File: src/rtl/access_controller.sv
// Door access controller: validates entered codes against a programmable table,
// holds the door unlocked for a fixed time, and locks out after repeated failures.
module access_controller #(
  parameter int CODE_W         = 12,
  parameter int NUM_CODES      = 4,
  parameter int MAX_FAILS      = 3,
  parameter int UNLOCK_CYCLES  = 8,
  parameter int LOCKOUT_CYCLES = 16,
  localparam int IW   = (NUM_CODES > 1) ? $clog2(NUM_CODES) : 1,
  localparam int FW   = $clog2(MAX_FAILS + 1),
  localparam int TMAX = (UNLOCK_CYCLES > LOCKOUT_CYCLES) ? UNLOCK_CYCLES : LOCKOUT_CYCLES,
  localparam int TW   = $clog2(TMAX + 1)
) (
  input  logic              clk,
  input  logic              rst,
  input  logic              code_valid,
  input  logic [CODE_W-1:0] code_in,
  input  logic              prog_we,
  input  logic              prog_clr,
  input  logic [IW-1:0]     prog_idx,
  input  logic [CODE_W-1:0] prog_code,
  input  logic              emergency,
  output logic              door,
  output logic              code_ack,
  output logic              code_ok,
  output logic              locked_out,
  output logic              intrusion,
  output logic [FW-1:0]     fail_cnt
);

  localparam logic [1:0] ST_IDLE    = 2'd0;
  localparam logic [1:0] ST_UNLOCK  = 2'd1;
  localparam logic [1:0] ST_LOCKOUT = 2'd2;
  localparam logic [1:0] ST_EMERG   = 2'd3;

  logic [CODE_W-1:0] code_q [NUM_CODES];
  logic [NUM_CODES-1:0] valid_q;

  logic [1:0]    state_q, state_d;
  logic [TW-1:0] timer_q, timer_d;
  logic [FW-1:0] fail_q, fail_d, fail_inc;
  logic          door_q, door_d, ack_q, ack_d, ok_q, ok_d;
  logic          locked_q, locked_d, intr_q, intr_d;
  logic          match;

  // NOTE: only the valid bits are reset; the code storage needs no reset because
  // an entry is never compared until its valid bit has been set by a write.
  always_ff @(posedge clk) begin
    for (int i = 0; i < NUM_CODES; i++) begin
      if (prog_we && !prog_clr && prog_idx == IW'(i)) code_q[i] <= prog_code;
    end
  end

  // Indices at or above NUM_CODES match no entry, so such writes fall away.
  always_ff @(posedge clk) begin
    if (rst) begin
      valid_q <= '0;
    end else begin
      for (int i = 0; i < NUM_CODES; i++) begin
        if (prog_we && prog_idx == IW'(i)) valid_q[i] <= !prog_clr;
      end
    end
  end

  // The table is registered, so a same-cycle write is not yet visible here.
  always_comb begin
    match = 1'b0;
    for (int i = 0; i < NUM_CODES; i++) begin
      if (valid_q[i] && code_q[i] == code_in) match = 1'b1;
    end
  end

  assign fail_inc = fail_q + FW'(1);

  // NOTE: every signal assigned below gets a default first, so no path leaves
  // one unassigned and no latch is inferred.
  always_comb begin
    state_d = state_q;
    timer_d = timer_q;
    fail_d  = fail_q;
    ack_d   = 1'b0;
    ok_d    = 1'b0;
    intr_d  = 1'b0;
    if (emergency) begin
      state_d = ST_EMERG;
      timer_d = '0;
      fail_d  = '0;
    end else begin
      case (state_q)
        ST_IDLE: begin
          if (code_valid) begin
            ack_d = 1'b1;
            if (match) begin
              ok_d    = 1'b1;
              state_d = ST_UNLOCK;
              timer_d = TW'(UNLOCK_CYCLES);
              fail_d  = '0;
            end else if (fail_inc == FW'(MAX_FAILS)) begin
              state_d = ST_LOCKOUT;
              timer_d = TW'(LOCKOUT_CYCLES);
              fail_d  = '0;
              intr_d  = 1'b1;
            end else begin
              fail_d = fail_inc;
            end
          end
        end
        ST_UNLOCK, ST_LOCKOUT: begin
          if (timer_q <= TW'(1)) begin
            state_d = ST_IDLE;
            timer_d = '0;
          end else begin
            timer_d = timer_q - TW'(1);
          end
        end
        ST_EMERG: state_d = ST_IDLE;
        default:  state_d = ST_IDLE;
      endcase
    end
    door_d   = (state_d == ST_UNLOCK) || (state_d == ST_EMERG);
    locked_d = (state_d == ST_LOCKOUT);
  end

  // NOTE: sequential state uses non-blocking assignments so every register
  // samples pre-edge values regardless of statement order.
  always_ff @(posedge clk) begin
    if (rst) begin
      state_q  <= ST_IDLE;
      timer_q  <= '0;
      fail_q   <= '0;
      door_q   <= 1'b0;
      ack_q    <= 1'b0;
      ok_q     <= 1'b0;
      locked_q <= 1'b0;
      intr_q   <= 1'b0;
    end else begin
      state_q  <= state_d;
      timer_q  <= timer_d;
      fail_q   <= fail_d;
      door_q   <= door_d;
      ack_q    <= ack_d;
      ok_q     <= ok_d;
      locked_q <= locked_d;
      intr_q   <= intr_d;
    end
  end

  assign door       = door_q;
  assign code_ack   = ack_q;
  assign code_ok    = ok_q;
  assign locked_out = locked_q;
  assign intrusion  = intr_q;
  assign fail_cnt   = fail_q;

endmodule

File: config.mk
export PLATFORM = sky130hd
export DESIGN_NAME = access_controller
export DESIGN_NICKNAME = d
export VERILOG_FILES = /design/src/rtl/access_controller.sv
export SDC_FILE = /design/constraint.sdc
export NUM_CORES = 1
export LEC_CHECK = 0
export CAP_MARGIN = 20
export CORE_ASPECT_RATIO = 1.2
export CORE_UTILIZATION = 35
export DETAILED_ROUTE_END_ITERATION = 8
export PLACE_DENSITY = 0.64
export SKIP_CTS_REPAIR_TIMING = 1
export SLEW_MARGIN = 20
export SYNTH_ARGS = -nofsm -noshare
export SYNTH_HDL_FRONTEND = slang
export SYNTH_SLANG_ARGS = --single-unit
File: constraint.sdc
create_clock -name clk -period 5.6 [get_ports clk]
set_input_delay 0.84 -clock clk [delete_from_list [all_inputs] [get_ports clk]]
set_output_delay 0.84 -clock clk [all_outputs]
set_load 0.01 [all_outputs]
# Yosys cells after proc, flatten, opt, wreduce, memory -nomap -nowiden
# Memories as Yosys holds them, arrays and structs flattened.
# Index checks and enable logic that the tools add are counted.
[totals] regBits=18 mem_bits_rw=48 mem_count=1
[op_classes] n_addsub=2 magnitude_cmp=1 eq_ne=16 mux=37 bitwise_logic=2 n_reduce_logical=28
[mem_list] name="code_q" words=4 width=12 read_ports=4 rd_clocked_by_memory_dff=0 write_ports=1 line="36" text="logic [CODE_W-1:0] code_q [NUM_CODES];"
[ops] cell="== test 12 bit" n=4
[ops] cell="two-way mux 12 bit" n=3
[ops] cell="OR reduction 12 bit" n=3
[ops] cell="two-way mux 2 bit" n=10
[ops] cell="two-way mux 5 bit" n=4
[ops] cell="two-way mux 1 bit" n=18
[ops] cell="== test 2 bit, second input constant" n=7
[ops] cell="logical AND 1 bit" n=13
[ops] cell="case mux 5 bit (2 select lines)" n=1
[ops] cell="== test 2 x 1 -> 1 bit, second input constant" n=3
[ops] cell="case mux 2 bit (3 select lines)" n=1
[ops] cell="<= comparator 5 x 1 -> 1 bit, second input constant" n=1
[ops] cell="OR reduction 5 bit" n=1
[ops] cell="subtractor 5 x 1 -> 5 bit, second input constant" n=1
[ops] cell="logical NOT 2 bit" n=2
[ops] cell="OR reduction 2 bit" n=2
[ops] cell="OR reduction 4 bit" n=1
[ops] cell="!= test 3 bit, second input constant" n=1
[ops] cell="AND reduction 3 bit" n=1
[ops] cell="OR reduction 3 bit" n=1
[ops] cell="adder 2 x 1 -> 2 bit, second input constant" n=1
[ops] cell="!= test 2 bit, second input constant" n=1
[ops] cell="NOT 1 bit" n=2
[ops] cell="AND reduction 2 bit" n=1
[ops] cell="3 further kinds" n=3

# Longest topological paths before layout
# Gate-level depths: netlist of the first run.
[logic_depth] depth_word=12 ltp_mapped=8 depth_no_buf=8

# Worst setup path before layout of the first run
# Ideal clock, no wire load.
[synth_timing] path_kind="input port to flip-flop" start="in code_in[6]" end="reg fail_q[0], in the netlist fail_cnt[0]" arrival_time_ns=2.365 required_ns=5.530 path_slack_ns=3.165 path_stages=7 path_buffers=1 cell_sequence="buf_4 > xnor2_1 > nand4_1 > nor4_1 > or4_4 > or4_1 > a21oi_1"
[synth_via] elab_chain_cells=7 word_cells_on_any_way=13
[synth_lines] item="start, declared" line="17" text="input logic [CODE_W-1:0] code_in,"
[synth_lines] item="== test 12 bit" line="69" text="if (valid_q[i] && code_q[i] == code_in) match = 1'b1;"
[synth_lines] item="logical AND 1 bit" line="69"
[synth_lines] item="two-way mux 1 bit (3 in a row)" line="69"
[synth_lines] item="two-way mux 1 bit (*)" line="69"
[synth_lines] item="two-way mux 2 bit (*)" line="93" text="if (match) begin"
[synth_lines] item="end signal, assigned" line="139" text="fail_q <= fail_d;"
[synth_lines] item="end, declared" line="41" text="logic [FW-1:0] fail_q, fail_d, fail_inc;"
# Mark *: on every way between the ends. The rest lies on a longest branch, timed or not.
# A chain may end at the register's enable or synchronous reset.

# Final worst setup path of the first run
# Same ends and word-level chain as after synthesis.

==> impl_metrics.csv, run 1 <==
group,metric,value,unit
cts,clk_pin_slew,0.06,ns
drt,drc_errors,0,
timing,finalClockSkew,0.00565,ns
cells_and_area,ff_latch_area,0.00178,mm^2
placed_design,place_area,0.00341,mm^2
min_path,whs_path_depth,2,
cells_and_area,finalNetCount,313,
cts,cts_root_buf,"clkbuf_8",
cts,cts_made_buffers,9,
timing,timing.final.crit_share,48.5,%
cells_and_area,multi_input_area,0.00105,mm^2
global_routing,top_usage_layer,"met2",
setup_path,crit_path_max_fanout,4,
power_and_ir_drop,power.share.sequential,54.7,%
global_routing,grt_overflow_total,0,
cts,cts.path.max_buffers,2,
global_routing,use_met1,17.3,%
yosys,synth_seq_cells,65,
cells_and_area,mostFrequentLayoutCells,"xnor2_1 (48), edfxtp_1 (48), clkdlybuf4s50_1 (38)",
setup_path,crit_arrival,2.97,ns
timing,finalSetupTns,0,ns
placed_design,io_buffer_count,38,
yosys,syn-cell-area,0.00297,mm^2
global_routing,gr-usage-all-layers,13.6,%
timing,whs,0.498,ns
setup_path,crit_type,"in2reg",
power_and_ir_drop,clock_power_share,35.1,%
yosys,synthCells,238,
cells_and_area,final_layout_size_suffix_gt1_share,9.22,%
die,rows,36,
global_routing,grt_pass1_vias,1795,
setup_path,ff2ff_setup_slack,3.57,ns
cells_and_area,fillers,793,
cts,tritoncts,"built",
placed_design,hpwl,4080,um
global_routing,met3_usage,2.88,%
min_path,hp-start,"valid_q[2]",
timing,slew_violations,0,
power_and_ir_drop,internal-power,0.000764,W
cts,cts_sinks,65,
status,status,"complete, no violations",
cells_and_area,post-route-util,43.7,%
cells_and_area,fin_cells,396,
setup_path,endpoint_kind,"flop",
cells_and_area,diodes,0,
power_and_ir_drop,ir_drop,0.000110,V
drt,antenna_left,0,
yosys,synthesis.yosys.warnings,0,
setup_path,timing.rr.start,"timer_q[0]",
timing,fin_crit,2.72,ns
placed_design,placed_cells,380,
drt,routed_wl,5580,um
yosys,synthFlopType,"edfxtp_1",
yosys,seq_area_frac_synth,59.9,%
power_and_ir_drop,swShare,22.3,%
power_and_ir_drop,p_per_area,274,mW/mm^2
timing,max_slew_margin,54.8,%
power_and_ir_drop,leakage,1.14,nW
power_and_ir_drop,p_sw,0.000219,W
yosys,yosysUniqueCellTypes,36,
run,cap_violations,0,
setup_path,rr_worst_depth,7,
setup_path,cp-start-kind,"primary input",
cells_and_area,postLayoutCellArea,0.00358,mm^2
drt,firstDrtPassIters,4,
yosys,synth_nets,274,
timing,hold_viol,0,
die,die_w,86.1,um
placed_design,routabilityCongestion,0.785,
setup_path,crit_required,5.86,ns
setup_path,reg2reg_to,"locked_out",
cts,cts_max_level,3,
drt,vias,1825,
timing,worst_pin_slew,0.672,ns
cells_and_area,area_growth,20.5,%
global_routing,antenna_found_initial,0,
timing,fmax,0.368,GHz
drt,drt_iter0_markers,81,
cts,clk_latency,0.32,ns
min_path,hp-class,"reg2reg",
die,start_util,36.3,%
drt,vias_per_cell,4.61,
global_routing,grt_pass1_wl,8830,um
timing,rsz0062_at_grt,"false",
global_routing,grt_max_degree,14,
timing,finalSetupViolCount,0,
global_routing,met2_usage,22.5,%
drt,wl_per_cell,14.1,um
die,die_h,103,um
die,ios,39,
yosys,syn_avg_cell_area,12.5,um^2
yosys,synth_edf_count,48,
die,die-area,0.00887,mm^2
die,core,0.00820,mm^2
yosys,async_flop_share,0,%
min_path,min_to,"valid_q[2]",
power_and_ir_drop,comb_power_share,10.1,%
[worst max-delay path: stages]
cell,delay [ns]
clkdlybuf4s50_1,0.61
xnor2_1,0.13
nand4_1,0.11
nor4_1,0.08
or4_4,0.57
or4_1,0.48
a21oi_1,0.14
[metrics by stage]
step | setup WS [ns] | total power [W]
5_1_grt | 2.70 | 0.00103
6_report | 2.88 | 0.000983
3_3_place_gp | 2.55 | 0.000649
3_5_place_dp | 2.54 | 0.000649
2_1_floorplan | 3.17 | 0.000611
4_1_cts | 2.88 | 0.000993
[power groups by stage]
stage | Combinational, W | Clock, W | Sequential [W]
floorplan | 0.0000627 | 0 | 0.000549
global placement | 0.000100 | 0 | 0.000548
detailed placement | 0.000100 | 0 | 0.000549
CTS | 0.000101 | 0.000354 | 0.000538
global route | 0.000109 | 0.000378 | 0.000539
finish | 0.0000998 | 0.000345 | 0.000538
[logic make-up after synthesis]
group           count (synthesis)  share of synthesized area [%]
compound gates                 25                           5.56
simple gates                   73                           13.0
fa+ha+maj                       4                           1.68
flops                          65                           59.9
xor+xnor                       48                           14.1
buf+inv                        20                           4.67
mux                             3                           1.01
[how the worst max path moves through the flow]
stage	to	start	cells after the start
after floorplan	fail_cnt[0]	code_in[6]	7
after global placement	fail_cnt[0]	code_in[1]	7
after detailed placement	fail_cnt[0]	code_in[1]	7
after CTS	fail_cnt[0]	code_in[1]	7
after global routing	timer_q[4]	code_in[1]	7
final	fail_cnt[0]	code_in[6]	7
[synth_stat cells, drive strengths merged (2+ instances only)]
library cell,instances,area [um^2]
a31oi,2,12.5
edfxtp,48,1440
dfxtp,17,340
nor3b,2,15.0
buf,13,113
or2,2,12.5
a21o,2,16.3
nor2,15,56.3
nand2,18,67.6
nor2b,4,25.0
or3,2,12.5
or4,2,18.8
ha,4,50.1
nor3,3,15.0
mux2i,3,30.0
xnor2,48,420
nand3,8,40.0
nand3b,2,15.0
nor4,5,43.8
nand4,8,50.1
a21oi,11,55.1
inv,6,22.5
o21ai,4,20.0
[metal layers]
layer | wire length, um | up-vias
met2 | 2740 | 42
met1 | 2570 | 859
met4 | 71 | 0
li1 | - | 919
met5 | 0 | -
met3 | 189 | 5
[registers in the layout (all words and copies together), names as in the netlist]
signal      flops
code_ack        1
intrusion       1
locked_out      1
door            1
code_ok         1
code_q         48
timer_q         5
valid_q         4
fail_cnt        2
state_q         1
[layout make-up]
cell class | count | share of cell area [%]
Timing Repair Buffer | 42 | 11.5
Sequential cell | 65 | 49.7
Tap cell | 114 | 3.98
Inverter | 6 | 0.628
Clock inverter | 4 | 0.524
Clock buffer | 12 | 4.33
Multi-Input combinational cell | 153 | 29.4
Power figures use the tool's default switching activity.
==> run 2, diff against run 1 <==
PLACE_DENSITY = 0.66   (was 0.64)
clock period = 2.5 ns   (was 5.6 ns; I/O delays follow)
==> run 2 against run 1 <==
Compared with the run above:
- die area unchanged
- via count increased by 2.2%
- flip-flop and latch count unchanged
- register-to-register slack got worse by 3.1 ns
- combinational power increased by 130%
- critical path type unchanged
- hold slack got worse by 0.0052 ns
- wire length increased by 2.4%
- critical endpoint unchanged
- largest cell class unchanged
==> impl_metrics.csv, run 2 (synthesized netlist as in run 1, its figures left out) <==
group,metric,value,unit
run,cap_violations,0,
cells_and_area,fillers,779,
placed_design,hpwl,4100,um
power_and_ir_drop,ir_drop,0.000455,V
placed_design,place_area,0.00343,mm^2
timing,max_slew_margin,67.7,%
timing,slew_violations,0,
global_routing,grt_pass1_wl,9200,um
global_routing,gr-usage-all-layers,14.4,%
setup_path,crit_required,2.77,ns
cells_and_area,ff_latch_area,0.00178,mm^2
drt,vias,1865,
cells_and_area,post-route-util,45.4,%
cells_and_area,top_register,"code_q",
cts,cts_sinks,65,
drt,routed_wl,5710,um
status,status,"complete, no violations",
die,ios,39,
power_and_ir_drop,leakage,1.20,nW
die,start_util,36.3,%
global_routing,antenna_found_initial,0,
drt,antenna_left,0,
power_and_ir_drop,p_per_area,728,mW/mm^2
drt,drc_errors,0,
setup_path,endpoint_kind,"flop",
cts,clk_pin_slew,0.07,ns
drt,drt_iter0_markers,158,
timing,rsz0062_at_grt,"false",
cells_and_area,largest_reg_flops,48,
die,die_h,103,um
setup_path,crit_path_max_fanout,4,
timing,hold_viol,0,
global_routing,grt_overflow_total,0,
drt,firstDrtPassIters,4,
global_routing,grt_pass1_vias,1816,
cells_and_area,finalNetCount,316,
timing,fmax,0.451,GHz
cells_and_area,diodes,0,
cells_and_area,area_growth,25.2,%
timing,fin_crit,2.22,ns
timing,finalSetupViolCount,0,
placed_design,io_buffer_count,38,
placed_design,place_ws,-0.0528,ns
die,core,0.00820,mm^2
cells_and_area,mostFrequentLayoutCells,"xnor2_1 (48), edfxtp_1 (48), clkdlybuf4s50_1 (38)",
die,die_w,86.1,um
die,die-area,0.00887,mm^2
cts,clk_latency,0.34,ns
min_path,hp-class,"reg2reg",
cts,cts_max_level,3,
setup_path,crit_type,"in2reg",
cts,cts_root_buf,"clkbuf_8",
drt,wl_per_cell,14.3,um
drt,vias_per_cell,4.67,
cells_and_area,final_layout_size_suffix_gt1_share,10.9,%
timing,setup_slack,0.284,ns
die,rows,36,
cts,cts_made_buffers,9,
timing,finalClockSkew,0.00947,ns
cells_and_area,top_regs,"code_q: 48 flops, timer_q: 5 flops, valid_q: 4 flops",
cells_and_area,multi_input_area,0.00105,mm^2
cts,tritoncts,"built",
setup_path,crit_arrival,2.49,ns
setup_path,cp-start-kind,"primary input",
placed_design,routabilityCongestion,0.783,
cts,cts.path.max_buffers,2,
timing,timing.final.crit_share,88.7,%
timing,worst_pin_slew,0.481,ns
global_routing,grt_max_degree,14,
power_and_ir_drop,power,0.00271,W
cells_and_area,postLayoutCellArea,0.00372,mm^2
[run 2: cell count changes in the layout (fill, tap and decap cells not counted), sizes merged]
cell,change
clkinv,-3
clkinvlp,+1
buf,+3
clkbuf,-3
bufinv,+5
[run 2: worst max-delay path, stage by stage]
cell             delay (ns)
clkdlybuf4s50_1        0.61
xnor2_1                0.13
nand4_1                0.11
nor4_1                 0.08
or4_4                  0.54
or4_1                  0.48
a21oi_1                0.15
[run 2: worst paths after layout]
| check | from | endpoint | slack (ns) | cells past startpoint |
|---|---|---|---|---|
| worst max-delay path | code_in[8] | fail_cnt[0] | 0.28 | 7 |
| worst min-delay path | valid_q[3] | valid_q[3] | 0.49 | 2 |
| worst max register to register | code_q[3][6] | fail_cnt[0] | 0.51 | 6 |
| worst min register to register | valid_q[3] | valid_q[3] | 0.49 | 2 |
[run 2: area by class of cell]
cell class,count,share of cell area [%]
Clock buffer,9,3.33
Inverter,6,0.605
Sequential cell,65,47.9
Clock inverter,7,4.47
Timing Repair Buffer,45,11.6
Multi-Input combinational cell,153,28.3
Tap cell,114,3.83
[run 2: stage by stage]
step | instances | hold slack [ns] | setup TNS, ns
after detailed placement | 383 | 0.484 | -0.0752
after floorplan | 238 | 0.457 | 0
after global placement | 383 | 0.471 | -0.0243
final | 399 | 0.493 | 0
after global routing | 399 | 0.512 | 0
after CTS | 399 | 0.501 | 0
[run 2: per-layer routing]
layer / track usage [%] / share of wire (%)
met2: 23.1 / 49
met4: 8.08 / 2.0
met5: 0 / 0
met1: 17.6 / 45
met3: 4.00 / 3.8
[run 2: where the power goes]
group	switching (W)	total [W]	internal, W	leakage (nW)
sequential	0.0000141	0.00120	0.00119	0.574
clock	0.000413	0.00128	0.000866	0.140
combinational	0.000110	0.000225	0.000115	0.488
